===== src/rtl/seg_scan_ctrl_if.sv =====
// Host/display bundle for the multiplexed 7-segment scan controller.
// master = host side driving glyphs and load, slave = the controller.
interface seg_scan_ctrl_if #(
  parameter int NUM_DIGITS = 4
);
  logic [6*NUM_DIGITS-1:0] codes;
  logic [NUM_DIGITS-1:0]   dp;
  logic [NUM_DIGITS-1:0]   blink_en;
  logic [3:0]              brightness;
  logic                    load;
  logic                    load_ack;
  logic [NUM_DIGITS-1:0]   dig;
  logic [7:0]              seg;
  logic                    frame_start;

  modport master (
    output codes, dp, blink_en, brightness, load,
    input  load_ack, dig, seg, frame_start
  );

  modport slave (
    input  codes, dp, blink_en, brightness, load,
    output load_ack, dig, seg, frame_start
  );
endinterface


===== src/rtl/seg_scan_ctrl.sv =====
// Multiplexed 7-segment scan controller: time-slices NUM_DIGITS digits,
// double-buffers the display data so updates land only on frame boundaries,
// and applies PWM brightness plus per-digit blink.
module seg_scan_ctrl #(
  parameter int NUM_DIGITS     = 4,
  parameter int SCAN_DIV       = 10000,
  parameter int BLINK_DIV      = 64,
  parameter bit SEG_ACTIVE_LOW = 1'b1,
  parameter bit DIG_ACTIVE_LOW = 1'b1
) (
  input  logic          clk,
  input  logic          rst,
  seg_scan_ctrl_if.slave bus
);

  localparam int SW = $clog2(SCAN_DIV + 1);
  localparam int IW = $clog2(NUM_DIGITS);
  localparam int BW = (BLINK_DIV > 1) ? $clog2(BLINK_DIV) : 1;

  localparam logic [NUM_DIGITS-1:0] DIG_OFF = DIG_ACTIVE_LOW ? '1 : '0;
  localparam logic [7:0]            SEG_OFF = SEG_ACTIVE_LOW ? 8'hFF : 8'h00;

  typedef struct packed {
    logic [6*NUM_DIGITS-1:0] codes;
    logic [NUM_DIGITS-1:0]   dp;
    logic [NUM_DIGITS-1:0]   blink_en;
    logic [3:0]              bri;
  } disp_cfg_t;

  localparam disp_cfg_t CFG_RST = '{codes: '0, dp: '0, blink_en: '0, bri: 4'hF};

  // Glyph table, active-high g..a: 0 blank, 1..9 digits, 10 is zero,
  // 11..36 letters A..Z, anything above blank.
  function automatic logic [6:0] glyph(input logic [5:0] c);
    case (c)
      6'd1:  glyph = 7'h06;  6'd2:  glyph = 7'h5B;  6'd3:  glyph = 7'h4F;
      6'd4:  glyph = 7'h66;  6'd5:  glyph = 7'h6D;  6'd6:  glyph = 7'h7D;
      6'd7:  glyph = 7'h07;  6'd8:  glyph = 7'h7F;  6'd9:  glyph = 7'h6F;
      6'd10: glyph = 7'h3F;  6'd11: glyph = 7'h77;  6'd12: glyph = 7'h7C;
      6'd13: glyph = 7'h39;  6'd14: glyph = 7'h5E;  6'd15: glyph = 7'h79;
      6'd16: glyph = 7'h71;  6'd17: glyph = 7'h3D;  6'd18: glyph = 7'h76;
      6'd19: glyph = 7'h30;  6'd20: glyph = 7'h1E;  6'd21: glyph = 7'h75;
      6'd22: glyph = 7'h38;  6'd23: glyph = 7'h37;  6'd24: glyph = 7'h54;
      6'd25: glyph = 7'h5C;  6'd26: glyph = 7'h73;  6'd27: glyph = 7'h67;
      6'd28: glyph = 7'h50;  6'd29: glyph = 7'h6D;  6'd30: glyph = 7'h78;
      6'd31: glyph = 7'h3E;  6'd32: glyph = 7'h1C;  6'd33: glyph = 7'h7E;
      6'd34: glyph = 7'h49;  6'd35: glyph = 7'h6E;  6'd36: glyph = 7'h5B;
      default: glyph = 7'h00;
    endcase
  endfunction

  logic [SW-1:0]         slot_q, slot_d;
  logic [IW-1:0]         idx_q, idx_d;
  logic [BW-1:0]         blk_cnt_q, blk_cnt_d;
  logic                  phase_q, phase_d;
  logic                  pend_q, pend_d;
  disp_cfg_t             pend_buf_q, pend_buf_d;
  disp_cfg_t             act_q, act_d;
  logic [NUM_DIGITS-1:0] dig_q, dig_d;
  logic [7:0]            seg_q, seg_d;
  logic                  fs_q, fs_d;
  logic                  ack_q, ack_d;

  disp_cfg_t             live;
  logic                  slot_last, idx_last, boundary;
  logic [5:0]            cur_code;
  logic                  cur_dp, cur_blk, en;
  logic [SW-1:0]         on_cycles;
  logic [NUM_DIGITS-1:0] dig_lit;
  logic [7:0]            seg_lit;

  assign live = '{codes: bus.codes, dp: bus.dp, blink_en: bus.blink_en, bri: bus.brightness};

  // Scan position, blink phase and the pending/active double buffer.
  always_comb begin
    slot_d     = slot_q;
    idx_d      = idx_q;
    blk_cnt_d  = blk_cnt_q;
    phase_d    = phase_q;
    pend_d     = pend_q;
    pend_buf_d = pend_buf_q;
    act_d      = act_q;
    ack_d      = 1'b0;

    slot_last = (slot_q == SW'(SCAN_DIV - 1));
    idx_last  = (idx_q == IW'(NUM_DIGITS - 1));
    boundary  = slot_last && idx_last;

    if (slot_last) begin
      slot_d = '0;
      idx_d  = idx_last ? '0 : idx_q + IW'(1);
    end else begin
      slot_d = slot_q + SW'(1);
    end

    if (bus.load) pend_buf_d = live;

    if (boundary) begin
      if (blk_cnt_q == BW'(BLINK_DIV - 1)) begin
        blk_cnt_d = '0;
        phase_d   = ~phase_q;
      end else begin
        blk_cnt_d = blk_cnt_q + BW'(1);
      end
      // A load landing on the boundary itself wins over the older pending copy.
      if (bus.load)   act_d = live;
      else if (pend_q) act_d = pend_buf_q;
      ack_d  = bus.load || pend_q;
      pend_d = 1'b0;
    end else if (bus.load) begin
      pend_d = 1'b1;
    end
  end

  // Display decode for the current slot; registered so dig/seg/frame_start align.
  always_comb begin
    cur_code = '0;
    cur_dp   = 1'b0;
    cur_blk  = 1'b0;
    for (int i = 0; i < NUM_DIGITS; i++) begin
      if (idx_q == IW'(i)) begin
        cur_code = act_q.codes[6*i +: 6];
        cur_dp   = act_q.dp[i];
        cur_blk  = act_q.blink_en[i];
      end
    end
    on_cycles = (act_q.bri == 4'hF) ? SW'(SCAN_DIV) : SW'(act_q.bri) * SW'(SCAN_DIV / 16);
    en        = (slot_q < on_cycles) && !(phase_q && cur_blk);
    dig_lit   = en ? (NUM_DIGITS'(1) << idx_q) : '0;
    seg_lit   = en ? {cur_dp, glyph(cur_code)} : 8'h00;
    dig_d     = DIG_ACTIVE_LOW ? ~dig_lit : dig_lit;
    seg_d     = SEG_ACTIVE_LOW ? ~seg_lit : seg_lit;
    fs_d      = (slot_q == '0) && (idx_q == '0);
  end

  // State and output registers with synchronous reset.
  always_ff @(posedge clk) begin
    if (rst) begin
      slot_q     <= '0;
      idx_q      <= '0;
      blk_cnt_q  <= '0;
      phase_q    <= 1'b0;
      pend_q     <= 1'b0;
      pend_buf_q <= CFG_RST;
      act_q      <= CFG_RST;
      dig_q      <= DIG_OFF;
      seg_q      <= SEG_OFF;
      fs_q       <= 1'b0;
      ack_q      <= 1'b0;
    end else begin
      slot_q     <= slot_d;
      idx_q      <= idx_d;
      blk_cnt_q  <= blk_cnt_d;
      phase_q    <= phase_d;
      pend_q     <= pend_d;
      pend_buf_q <= pend_buf_d;
      act_q      <= act_d;
      dig_q      <= dig_d;
      seg_q      <= seg_d;
      fs_q       <= fs_d;
      ack_q      <= ack_d;
    end
  end

  assign bus.dig         = dig_q;
  assign bus.seg         = seg_q;
  assign bus.frame_start = fs_q;
  assign bus.load_ack    = ack_q;

endmodule


===== src/flat_wrapper.sv =====
// flat-port wrapper written by rule: the top's interface ports become plain ports
module seg_scan_ctrl_flat 
#(
  parameter int NUM_DIGITS     = 4,
  parameter int SCAN_DIV       = 10000,
  parameter int BLINK_DIV      = 64,
  parameter bit SEG_ACTIVE_LOW = 1'b1,
  parameter bit DIG_ACTIVE_LOW = 1'b1
)
  (clk, rst, bus_codes, bus_dp, bus_blink_en, bus_brightness, bus_load, bus_load_ack, bus_dig, bus_seg, bus_frame_start);
  seg_scan_ctrl_if #(.NUM_DIGITS(NUM_DIGITS)) bus_i ();
  input  logic clk;
  input  logic rst;
  input wire logic [$bits(bus_i.codes)-1:0] bus_codes;
  input wire logic [$bits(bus_i.dp)-1:0] bus_dp;
  input wire logic [$bits(bus_i.blink_en)-1:0] bus_blink_en;
  input wire logic [$bits(bus_i.brightness)-1:0] bus_brightness;
  input wire logic [$bits(bus_i.load)-1:0] bus_load;
  output wire logic [$bits(bus_i.load_ack)-1:0] bus_load_ack;
  output wire logic [$bits(bus_i.dig)-1:0] bus_dig;
  output wire logic [$bits(bus_i.seg)-1:0] bus_seg;
  output wire logic [$bits(bus_i.frame_start)-1:0] bus_frame_start;
  assign bus_i.codes = bus_codes;
  assign bus_i.dp = bus_dp;
  assign bus_i.blink_en = bus_blink_en;
  assign bus_i.brightness = bus_brightness;
  assign bus_i.load = bus_load;
  assign bus_load_ack = bus_i.load_ack;
  assign bus_dig = bus_i.dig;
  assign bus_seg = bus_i.seg;
  assign bus_frame_start = bus_i.frame_start;
  seg_scan_ctrl #(.NUM_DIGITS(NUM_DIGITS), .SCAN_DIV(SCAN_DIV), .BLINK_DIV(BLINK_DIV), .SEG_ACTIVE_LOW(SEG_ACTIVE_LOW), .DIG_ACTIVE_LOW(DIG_ACTIVE_LOW)) u_core (.clk(clk), .rst(rst), .bus(bus_i));
endmodule

===== config.mk =====
export PLATFORM = sky130hd
export DESIGN_NAME = seg_scan_ctrl_flat
export DESIGN_NICKNAME = d
export VERILOG_FILES = /design/src/rtl/seg_scan_ctrl_if.sv /design/src/rtl/seg_scan_ctrl.sv /design/src/flat_wrapper.sv
export SDC_FILE = /design/constraint.sdc
export NUM_CORES = 1
export LEC_CHECK = 0
export BUFFER_PORTS_ARGS = -buffer_cell sky130_fd_sc_hd__buf_2
export CAP_MARGIN = 20
export CORE_MARGIN = 3
export CORE_UTILIZATION = 40
export CTS_BUF_LIST = sky130_fd_sc_hd__clkbuf_8
export CTS_CLUSTER_DIAMETER = 30
export DETAILED_ROUTE_END_ITERATION = 6
export MAX_ROUTING_LAYER = met4
export PLACE_DENSITY = 0.56
export SYNTH_ARGS = -nofsm -noshare
export SYNTH_HDL_FRONTEND = slang
export SYNTH_SLANG_ARGS = --single-unit

===== constraint.sdc =====
create_clock -name clk -period 5.4 [get_ports clk]
set_input_delay 1.08 -clock clk [delete_from_list [all_inputs] [get_ports clk]]
set_output_delay 1.08 -clock clk [all_outputs]
set_load 0.02 [all_outputs]

==> impl_results.md, run 1 <==
- Reg2Reg Launch Point: u_core.act_q[2]$_SDFFE_PP1P_
- Critical Path Start Type: register
- Vias per std cell: 5.28
- Dpl cells: 826
- Largest net degree at the start of global routing: 88
- MaxCap Viol Count: 0
- Mux cell area share after synthesis: 0.0612
- Outcome: finished, final reports clean
- GRT Total Usage: 0.170
- Leakage: about 2.5 nW
- Placed cell area: 6050 um2
- #FFs+latches synth: between 100 and 150
- Die ar.: 15800 um2
- # diodes: 0
- Post-synth ARST share: 0
- Setup crit end: u_core.bus.seg[6]$_SDFF_PP1_
- Final std cells w/o fill: 841
- Global-route wire length before repair: 21.5 mm
- Fin. max-slew vios: 0
- Placement Rows: 43
- Max-slew headroom: 0.249
- CP Max Fanout: 12
- Final period utilization: 0.805
- Max Clock Skew: around 0.0081 ns
- Max IR drop VDD: 0.172 mV
- Routed len/inst: 15.2 um
- I/O pins: 53
- Top routing layer used: met4
- Crit path time final: 4.35 ns
- Later-pin clock latency in the skew report: 0.39 ns
- H-tree level count: 3
- Via count: 4438
- TritonRoute pass-1 iters: 5
- Unique masters post-synth: 49
- Worst Reg-to-Reg Cells: 19
- Routed WL: approximately 13 mm
- HP Class: register to register
- ANT nets after route: 0
- CTS buffer count: 9
- Die X: 126 um
- Clock Tree Root: clkbuf_8
- Post-DP HPWL: 8.93 mm
- Fin area: 6270 um2
- Avg Inst Size Synth: 9.14 um2
- Area Overhead vs Synth: 9.67%
- Synth warn: 0
- Cts hold-fix bufs: 0
- XOR/XNOR Fraction of Synth Area: 0.0337
- NumNets Final: 740
- Slowest-stage cell, CP: fa_1
- Fin util: 0.450
- RePlAce Congestion: 0.858
- Post-synth EDFFs: 0
- Initial DRC count: 356
- Synthesized area: 5720 um2
- Core ar.: 13900 um2
- Unrepaired setup endpoints after global routing: no
- Main combinational cell family by area after synthesis: simple AND/OR/NAND/NOR gates
- Setup Total Neg Slack: 0 ns
- Sequential area share after synthesis: 0.385
- CP cell instances: inv_1, fa_1, inv_1, ha_1, inv_1, fa_1, nor2b_1, o21ai_0, a21boi_0, o21ai_0, xnor2_1, nand2_1, ha_1, nor2b_1, o21ai_0, nand3_1, a211oi_1, buf_4, o311ai_0
- Fill cells: 1351
- Syn nets: 709
- Clock sinks: 110
- Synth Area in Adders: 0.100
- Fmax: about 230 MHz
- Crit path arrival time: between 4 and 5 ns
- Req. time, crit path: between 5 and 6 ns
- Met1 WL: 6.54 mm
- Initial Utilization: 0.411
- CP endpoint kind: register
- Simple-gate portion of the synthesized area: 0.193
- Crit-path max cell delay: 0.53 ns
- Clk buf depth: 2
- Die Y: 126 um
- Met3 WL: 439 um
- Main synth FF type: dfxtp_1
- Layout cells sized above 1: 0.174
- Synth Area in Compound Gates: 0.179
- Gr ovfl total: 0
- Post-CTS Setup Bufs: 0
- Critical R2R Capture: u_core.bus.seg[6]$_SDFF_PP1_
- FF-to-FF setup slack: 1.05 ns
- Final hold vios: 0
- Met2 WL: 5.52 mm
- IO buf count: 52
- Antenna violations before repair: 0
- Critical path class: register to register
- PD cells: approximately 240 nW/um2
- Setup crit start: u_core.act_q[2]$_SDFFE_PP1P_
- Post-route DRC: 0
- Final setup vio count: 0
- CTS resizes: 0
- Actual slew at the worst max-slew pin: 1.12 ns
- Cells after Synth: 626
- Final setup margin: 1.05 ns
- CTS clk-pin slew, worst paths: 0.10 ns
- CTS tree: built
- Pre-CTS WS: 1.04 ns
- Number of global-route vias before repair: 4344
## registers in the layout, indices dropped and copies added, names as in the netlist
signal,count
u_core.act_q,36
u_core.pend_buf_q,36
u_core.slot_q,14
u_core.bus.seg,8
u_core.blk_cnt_q,6
u_core.bus.dig,4
u_core.idx_q,2
u_core.bus.frame_start,1
u_core.bus.load_ack,1
u_core.pend_q,1
u_core.phase_q,1
## layer usage
layer,vias up,global-route usage
li1,2266,-
met1,2079,0.238
met2,76,0.246
met3,17,0.0269
met4,0,0.0663
met5,-,-
## area by class of cell
class,instances,area [um2],share of cell area
Clock inverter,5,81.3,0.0130
Timing Repair Buffer,57,300,0.0479
Inverter,21,78.8,0.0126
Clock buffer,10,138,0.0219
Sequential cell,110,2200,0.351
Multi-Input combinational cell,458,3250,0.518
Tap cell,180,225,0.0359
## synthesized netlist by cell type, types with 2 or more instances
cell	number	area, um2
a21oi_1	19	95.1
buf_2	2	10.0
a211oi_1	14	105
dfxtp_1	110	2200
o211ai_1	5	37.5
nor3_1	14	70.1
xnor2_1	14	123
a21o_1	3	22.5
inv_1	21	78.8
a211o_1	10	87.6
nand2b_1	2	12.5
ha_1	41	513
or4b_2	2	20.0
and2_1	3	18.8
nand3b_1	7	52.6
or2_2	5	31.3
nand2_1	41	154
o21bai_1	4	30.0
nor2b_1	12	75.1
nor3b_1	6	45.0
fa_1	3	60.1
and4_1	3	26.3
mux2i_1	35	350
o31ai_1	5	37.5
xor2_1	8	70.1
a311oi_1	2	17.5
o311ai_0	3	26.3
buf_1	2	7.51
clkbuf_1	24	90.1
nand4_1	8	50.1
or3_1	3	18.8
a211oi_2	33	413
nand3_1	14	70.1
buf_6	6	67.6
buf_4	3	22.5
a31oi_1	3	18.8
nor2_1	108	405
o21ai_0	17	85.1
## metrics by stage
stage          hold WS (ns)  total power, mW
6_report              0.492             1.49
5_1_grt               0.526             1.55
4_1_cts               0.491             1.51
3_5_place_dp          0.476            0.945
3_3_place_gp          0.461            0.943
2_1_floorplan         0.442            0.914
## power breakdown
part / internal [mW] / leakage, nW / switching, mW / total, mW
logic: 0.0349 / 1.47 / 0.0530 / 0.0879
clock network: 0.274 / 0.115 / 0.289 / 0.563
registers: 0.830 / 0.896 / 0.00714 / 0.838
## cells by family (layout without fill, tap and decap cells)
logic type	Yosys count	after routing
AO/OA/AOI/OAI	124	124
flip-flops	110	110
adder cells (fa/ha/maj)	44	44
AND/OR/NAND/NOR	233	233
multiplexers	35	35
buffers and inverters	58	93
XOR/XNOR	22	22
## placed cells by master, fill, tap and decap left out, types with 14 or more instances in the layout
| cell | netlist | layout |
|---|---|---|
| dfxtp_1 | 110 | 110 |
| nor2_1 | 108 | 108 |
| buf_2 | 2 | 51 |
| nand2_1 | 41 | 41 |
| ha_1 | 41 | 41 |
| mux2i_1 | 35 | 35 |
| a211oi_2 | 33 | 34 |
| inv_1 | 21 | 22 |
| a21oi_1 | 19 | 19 |
| o21ai_0 | 17 | 17 |
| xnor2_1 | 14 | 14 |
| nand3_1 | 14 | 14 |
| nor3_1 | 14 | 14 |
## worst max-delay path, delay by kind of cell, from the launching register on
kind / cells / cell delay [ns]
xor+xnor: 1 / 0.15
simple gates: 4 / 0.42
compound gates: 6 / 1.08
fa+ha+maj: 4 / 1.57
buf+inv: 4 / 0.50
flops: 1 / 0.48
## worst min path at each step
stage                                                  end  depth (start not counted)                              from
final                     u_core.blk_cnt_q[5]$_SDFFE_PP0P_                          2  u_core.blk_cnt_q[5]$_SDFFE_PP0P_
after global routing      u_core.blk_cnt_q[5]$_SDFFE_PP0P_                          2  u_core.blk_cnt_q[5]$_SDFFE_PP0P_
after CTS                 u_core.blk_cnt_q[5]$_SDFFE_PP0P_                          2  u_core.blk_cnt_q[5]$_SDFFE_PP0P_
after detailed placement  u_core.blk_cnt_q[5]$_SDFFE_PP0P_                          2  u_core.blk_cnt_q[5]$_SDFFE_PP0P_
after global placement         u_core.slot_q[0]$_SDFF_PP0_                          1       u_core.slot_q[0]$_SDFF_PP0_
after floorplan                u_core.slot_q[0]$_SDFF_PP0_                          1       u_core.slot_q[0]$_SDFF_PP0_
(Power assumes the default switching activity.)
==> run 2, diff against run 1 <==
clock period = 4.1 ns   (was 5.4 ns; I/O delays follow)
==> run 2 against run 1 <==
Worst hold slack better by 0.0060 ns; count of clock-buffer cells in the layout down 1; sequential share of layout area down 0.29 points; core utilization up 0.40 points; combinational power up 33%; non-clock buffer count up 9; power up 23%; worst setup slack worse by 0.80 ns; routed wire length up 3.1%; sequential cell count unchanged; final area up 0.88%; largest power group unchanged.
==> impl_results.md, run 2 (synthesized netlist as in run 1, its figures left out) <==
- PD cells: 288 nW/um2 (+21%)
- Fmax: 260 MHz (+13%)
- Max-slew headroom: 0.282 (+0.0330)
- Cts hold-fix bufs: 0 (unchanged)
- CTS clk-pin slew, worst paths: 0.10 ns (about the same)
- Critical path class: register to register
- Gr ovfl total: 0 (unchanged)
- Area Overhead vs Synth: 10.6%
- Largest regs: u_core.act_q: 36 flops, u_core.pend_buf_q: 36 flops, u_core.slot_q: 14 flops
- Pre-CTS WS: 0.0911 ns (-0.946 ns)
- Final hold vios: 0 (unchanged)
- ANT nets after route: 0 (unchanged)
- Crit path arrival time: 4.08 ns (-0.51 ns)
- Final std cells w/o fill: 850 (+1.1%)
- Crit path time final: 3.85 ns (-0.503 ns)
- Fin area: 6330 um2 (+0.88%)
- TritonRoute pass-1 iters: 5 (unchanged)
- Placed cell area: 6120 um2 (+1.1%)
- Footprint of the multi-input gates: 3270 um2 (+0.73%)
- Dpl cells: 833 (+0.85%)
- PnR Total Power: 1.82 mW (+23%)
- Fill cells: 1384 (+2.4%)
- Setup Total Neg Slack: 0 ns (unchanged)
- Req. time, crit path: 4.34 ns (-1.31 ns)
- Final setup margin: 0.255 ns (-0.797 ns)
- Initial Utilization: 0.411 (unchanged)
- Max Clock Skew: 0.0115 ns (+0.00343 ns)
- Fin. max-slew vios: 0 (unchanged)
- Number of global-route vias before repair: 4402 (+1.3%)
- Fin util: 0.454 (+0.00395)
- Clock Tree Root: clkbuf_8
- Final period utilization: 0.938 (+0.133)
- Layout cells sized above 1: 0.194 (+0.0201)
- Highest-count cells in the layout ignoring fill and taps: 109 x dfxtp_1, 108 x nor2_1, 52 x buf_2
- FF-to-FF setup slack: 0.25 ns (-0.80 ns)
- GRT Total Usage: 0.172 (+0.00135)
- Largest net degree at the start of global routing: 88 (unchanged)
- Routed WL: 13.1 mm (+3.1%)
- IO buf count: 52 (unchanged)
- Most frequent standard cell in the layout excluding fill and tap cells: dfxtp_1
- Die ar.: 15800 um2 (unchanged)
- Antenna violations before repair: 0 (unchanged)
- Global-route wire length before repair: 21.6 mm (+0.32%)
- Leakage: 2.50 nW (+0.75%)
- Sequential cell area: 2200 um2 (about the same)
- Critical Path Start Type: register
- NumNets Final: 749 (+1.2%)
- H-tree level count: 3 (unchanged)
- CTS buffer count: 9 (unchanged)
- Initial DRC count: 305 (-14%)
- Post-DP HPWL: 9.08 mm (+1.7%)
- WHS: 0.498 ns (+0.00600 ns)
- Outcome: finished, final reports clean
- Post-route DRC: 0 (unchanged)
- Max IR drop VDD: 0.209 mV (+22%)
- Core ar.: 13900 um2 (unchanged)
- Final setup vio count: 0 (unchanged)
- CTS tree: built
- Via count: 4486 (+1.1%)
- # diodes: 0 (unchanged)
- Actual slew at the worst max-slew pin: 1.08 ns (-0.0475 ns)
- RePlAce Congestion: 0.872 (+1.6%)
- Routed len/inst: 15.5 um (+2.0%)
- I/O pins: 53 (unchanged)
- Clock sinks: 110 (unchanged)
- Vias per std cell: 5.28 (about the same)
- Placement Rows: 43 (unchanged)
- CP endpoint kind: register
- Die Y: 126 um (unchanged)
- HP Class: register to register
- MaxCap Viol Count: 0 (unchanged)
- Die X: 126 um (unchanged)
- CP Max Fanout: 6 (-6)
- Clk buf depth: 2 (unchanged)
- Later-pin clock latency in the skew report: 0.38 ns (about the same)
-- run 2: worst max-delay path: stages (launching register included) --
cell,delay (ns)
dfxtp_2,0.34
inv_1,0.07
fa_1,0.54
inv_1,0.04
ha_1,0.31
ha_1,0.30
a21o_1,0.19
a21oi_2,0.15
o21ai_0,0.09
a21o_1,0.20
xnor2_1,0.16
nand2_1,0.11
ha_4,0.24
a21oi_1,0.14
nor2b_1,0.06
o21ai_1,0.12
nand3_1,0.09
a211oi_2,0.22
buf_4,0.19
o311ai_0,0.13
-- run 2: power breakdown --
group	internal, mW	switching (mW)
registers	1.09	0.0100
clock network	0.224	0.380
logic	0.0463	0.0703
total	1.36	0.460
-- run 2: layout make-up --
cell class                 instances  area share
multi-input combinational        458       0.517
sequential                       110       0.348
timing repair buffer              66      0.0597
tap                              180      0.0356
clock buffer                       9      0.0196
inverter                          21      0.0125
clock inverter                     6     0.00751
-- run 2: what timing repair did --
action                                  CTS  global route
endpoints found under the setup margin    0            12
buffers inserted                          0             1
gates resized for setup                   0            10
-- run 2: metal layers --
layer  vias up  GRT usage  part of all wire
met3        10     0.0457             0.044
met4         0     0.0389             0.010
met2        95      0.268              0.45
li1       2274          -                 -
met1      2107      0.224              0.49
met5         -          -                 0
-- run 2: final timing paths --
kind | from | cells after the start | to
max | u_core.act_q[1]$_SDFFE_PP1P_ | 19 | u_core.bus.seg[6]$_SDFF_PP1_
min | u_core.blk_cnt_q[5]$_SDFFE_PP0P_ | 2 | u_core.blk_cnt_q[5]$_SDFFE_PP0P_
max reg2reg | u_core.act_q[1]$_SDFFE_PP1P_ | 19 | u_core.bus.seg[6]$_SDFF_PP1_
min reg2reg | u_core.blk_cnt_q[5]$_SDFFE_PP0P_ | 2 | u_core.blk_cnt_q[5]$_SDFFE_PP0P_
==> run 3, diff against run 2 <==
CTS_BUF_LIST = not set   (was sky130_fd_sc_hd__clkbuf_8)
HOLD_SLACK_MARGIN = 0.05   (was not set)
==> run 3 against run 2 <==
Count of clock-buffer cells in the layout is the same; combinational power is essentially flat; worst setup slack better by 0.028 ns; final area up 1.6%; sequential power hardly changed; die area unchanged; clock skew decreased by 0.0033 ns; sequential cell count is the same.
==> impl_results.md, run 3 (synthesized netlist as in run 1, its figures left out) <==
- Cts hold-fix bufs: 0 (unchanged)
- Largest net degree at the start of global routing: 88 (unchanged)
- Clock Tree Root: clkbuf_16
- IO buf count: 52 (unchanged)
- Die X: 126 um (unchanged)
- Crit path max-delay family: adder cells
- Final setup vio count: 0 (unchanged)
- Via count: 4509 (+0.51%)
- CP Max Fanout: 6 (unchanged)
- Pre-CTS WS: 0.0911 ns (unchanged)
- PnR Total Power: 2.05 mW (+12%)
- Die Y: 126 um (unchanged)
- WHS Path Cells: 2 (unchanged)
- Highest-count cells in the layout ignoring fill and taps: 109 x dfxtp_1, 108 x nor2_1, 52 x buf_2
- PD cells: 318 nW/um2 (+10%)
- I/O pins: 53 (unchanged)
- FF-to-FF setup slack: 0.28 ns (+0.03 ns)
- Clock sinks: 110 (unchanged)
- ANT nets after route: 0 (unchanged)
- Worst path depth: 19 (unchanged)
- Fill cells: 1381 (-0.22%)
- Reg2Reg Launch Point: u_core.act_q[1]$_SDFFE_PP1P_
- Setup crit end: u_core.bus.seg[6]$_SDFF_PP1_
- Outcome: finished, final reports clean
- CTS tree: built
- MaxCap Viol Count: 0 (unchanged)
- Gr ovfl total: 0 (unchanged)
- Slowest-stage cell, CP: fa_1
- WHS: 0.494 ns (-0.00400 ns)
- H-tree level count: 3 (unchanged)
- Dpl cells: 833 (unchanged)
- Leakage: 2.55 nW (+1.7%)
- Initial Utilization: 0.411 (unchanged)
- Post-route DRC: 0 (unchanged)
- Final hold vios: 0 (unchanged)
- Fin. max-slew vios: 0 (unchanged)
- Critical R2R Capture: u_core.bus.seg[6]$_SDFF_PP1_
- Placement Rows: 43 (unchanged)
- Layout cells sized above 1: 0.197 (+0.00299)
- CTS clk-pin slew, worst paths: 0.07 ns (-0.03 ns)
- Routed len/inst: 15.5 um (+0.40%)
- GRT Total Usage: 0.172 (+0.000629)
- Critical path class: register to register
- Crit path time final: 3.82 ns (-0.0280 ns)
- Antenna violations before repair: 0 (unchanged)
- Setup crit start: u_core.act_q[1]$_SDFFE_PP1P_
- Max-slew headroom: 0.263 (-0.0192)
- # diodes: 0 (unchanged)
- Area Overhead vs Synth: 12.4%
- CP endpoint kind: register
- Crit-path max cell delay: 0.53 ns (about the same)
- Routed WL: 13.2 mm (+0.40%)
- Worst Reg-to-Reg Cells: 19 (unchanged)
- CTS buffer count: 9 (unchanged)
- Later-pin clock latency in the skew report: 0.35 ns (-0.03 ns)
- Post-DP HPWL: 9.08 mm (unchanged)
- Global-route wire length before repair: 21.7 mm (+0.29%)
- Initial DRC count: 295 (-3.3%)
- Vias per std cell: 5.30 (+0.51%)
- WP buf/inv: 3 (unchanged)
- Max Clock Skew: 0.00822 ns (-0.00328 ns)
- RePlAce Congestion: 0.872 (unchanged)
- Die ar.: 15800 um2 (unchanged)
- Actual slew at the worst max-slew pin: 1.11 ns (+0.0288 ns)
- Number of global-route vias before repair: 4406 (+0.091%)
- Critical Path Start Type: register
- Fmax: 262 MHz (+0.73%)
- Final period utilization: 0.931 (-0.00682)
- HP Class: register to register
- TritonRoute pass-1 iters: 4 (-1)
- Clk buf depth: 2 (unchanged)
- Largest regs: u_core.act_q: 36 flops, u_core.pend_buf_q: 36 flops, u_core.slot_q: 14 flops
- CP cell instances: inv_2, fa_1, inv_1, ha_1, ha_1, a21o_1, a21oi_2, o21ai_0, a21o_1, xnor2_1, nand2_1, ha_4, a21oi_1, nor2b_1, o21ai_1, nand3_1, a211oi_2, buf_4, o311ai_0
- Req. time, crit path: 4.31 ns (-0.03 ns)
- Crit path arrival time: 4.02 ns (-0.06 ns)
- Max IR drop VDD: 0.295 mV (+41%)
- Most frequent standard cell in the layout excluding fill and tap cells: dfxtp_1
- Core ar.: 13900 um2 (unchanged)
- NumNets Final: 749 (unchanged)
- Final setup margin: 0.283 ns (+0.0280 ns)
- Final std cells w/o fill: 850 (unchanged)
==> run 3: cell counts in the layout (fill, tap and decap cells not counted) <==
No cell type changed its count.
==> run 3: worst register-to-register path, stage by stage, from the launching register on <==
cell      delay, ns
dfxtp_2        0.33
inv_2          0.05
fa_1           0.53
inv_1          0.04
ha_1           0.31
ha_1           0.30
a21o_1         0.19
a21oi_2        0.17
o21ai_0        0.09
a21o_1         0.20
xnor2_1        0.14
nand2_1        0.11
ha_4           0.24
a21oi_1        0.14
nor2b_1        0.06
o21ai_1        0.12
nand3_1        0.10
a211oi_2       0.22
buf_4          0.19
o311ai_0       0.13
==> run 3: final cells by class <==
class,instances,area [um2],area share
Tap cell,180,225,0.0350
Timing Repair Buffer,66,378,0.0588
Clock buffer,9,225,0.0350
Inverter,21,78.8,0.0123
Multi-Input combinational cell,458,3270,0.509
Sequential cell,110,2200,0.343
Clock inverter,6,47.5,0.00739
==> run 3: metrics by stage <==
| step | area [um2] | utilization | TNS [ns] |
|---|---|---|---|
| 2_1_floorplan | 5720 | - | 0 |
| 3_3_place_gp | 6120 | 0.439 | 0 |
| 3_5_place_dp | 6120 | 0.439 | 0 |
| 4_1_cts | 6390 | 0.459 | 0 |
| 5_1_grt | 6430 | 0.461 | -0.0514 |
| 6_report | 6430 | 0.461 | 0 |
==> run 3: where the power goes <==
| part | total [mW] | leakage, nW | internal, mW | switching [mW] |
|---|---|---|---|---|
| clock network | 0.826 | 0.131 | 0.416 | 0.411 |
| logic | 0.117 | 1.52 | 0.0462 | 0.0706 |
| registers | 1.10 | 0.895 | 1.09 | 0.0102 |
==> run 3: per-layer routing <==
layer  routed length (um)  GRT usage  vias up
met5                    0          -        -
met4                  154     0.0389        0
met3                  502     0.0457       13
met2                 6010      0.268       82
met1                 6520      0.225     2135
li1                     -          -     2279
==> run 3: worst min path at each step <==
stage | from | to | slack [ns]
6_report | u_core.blk_cnt_q[5]$_SDFFE_PP0P_ | u_core.blk_cnt_q[5]$_SDFFE_PP0P_ | 0.49
5_1_grt | u_core.slot_q[0]$_SDFF_PP0_ | u_core.slot_q[0]$_SDFF_PP0_ | 0.54
3_3_place_gp | u_core.blk_cnt_q[5]$_SDFFE_PP0P_ | u_core.blk_cnt_q[5]$_SDFFE_PP0P_ | 0.47
2_1_floorplan | u_core.slot_q[0]$_SDFF_PP0_ | u_core.slot_q[0]$_SDFF_PP0_ | 0.44
4_1_cts | u_core.blk_cnt_q[5]$_SDFFE_PP0P_ | u_core.blk_cnt_q[5]$_SDFFE_PP0P_ | 0.49
3_5_place_dp | u_core.blk_cnt_q[5]$_SDFFE_PP0P_ | u_core.blk_cnt_q[5]$_SDFFE_PP0P_ | 0.48
==> run 3: repair_timing <==
item                       4_1_cts  5_1_grt
setup endpoints to repair        0       12
gates resized for setup          0       12
setup buffers                    0        1
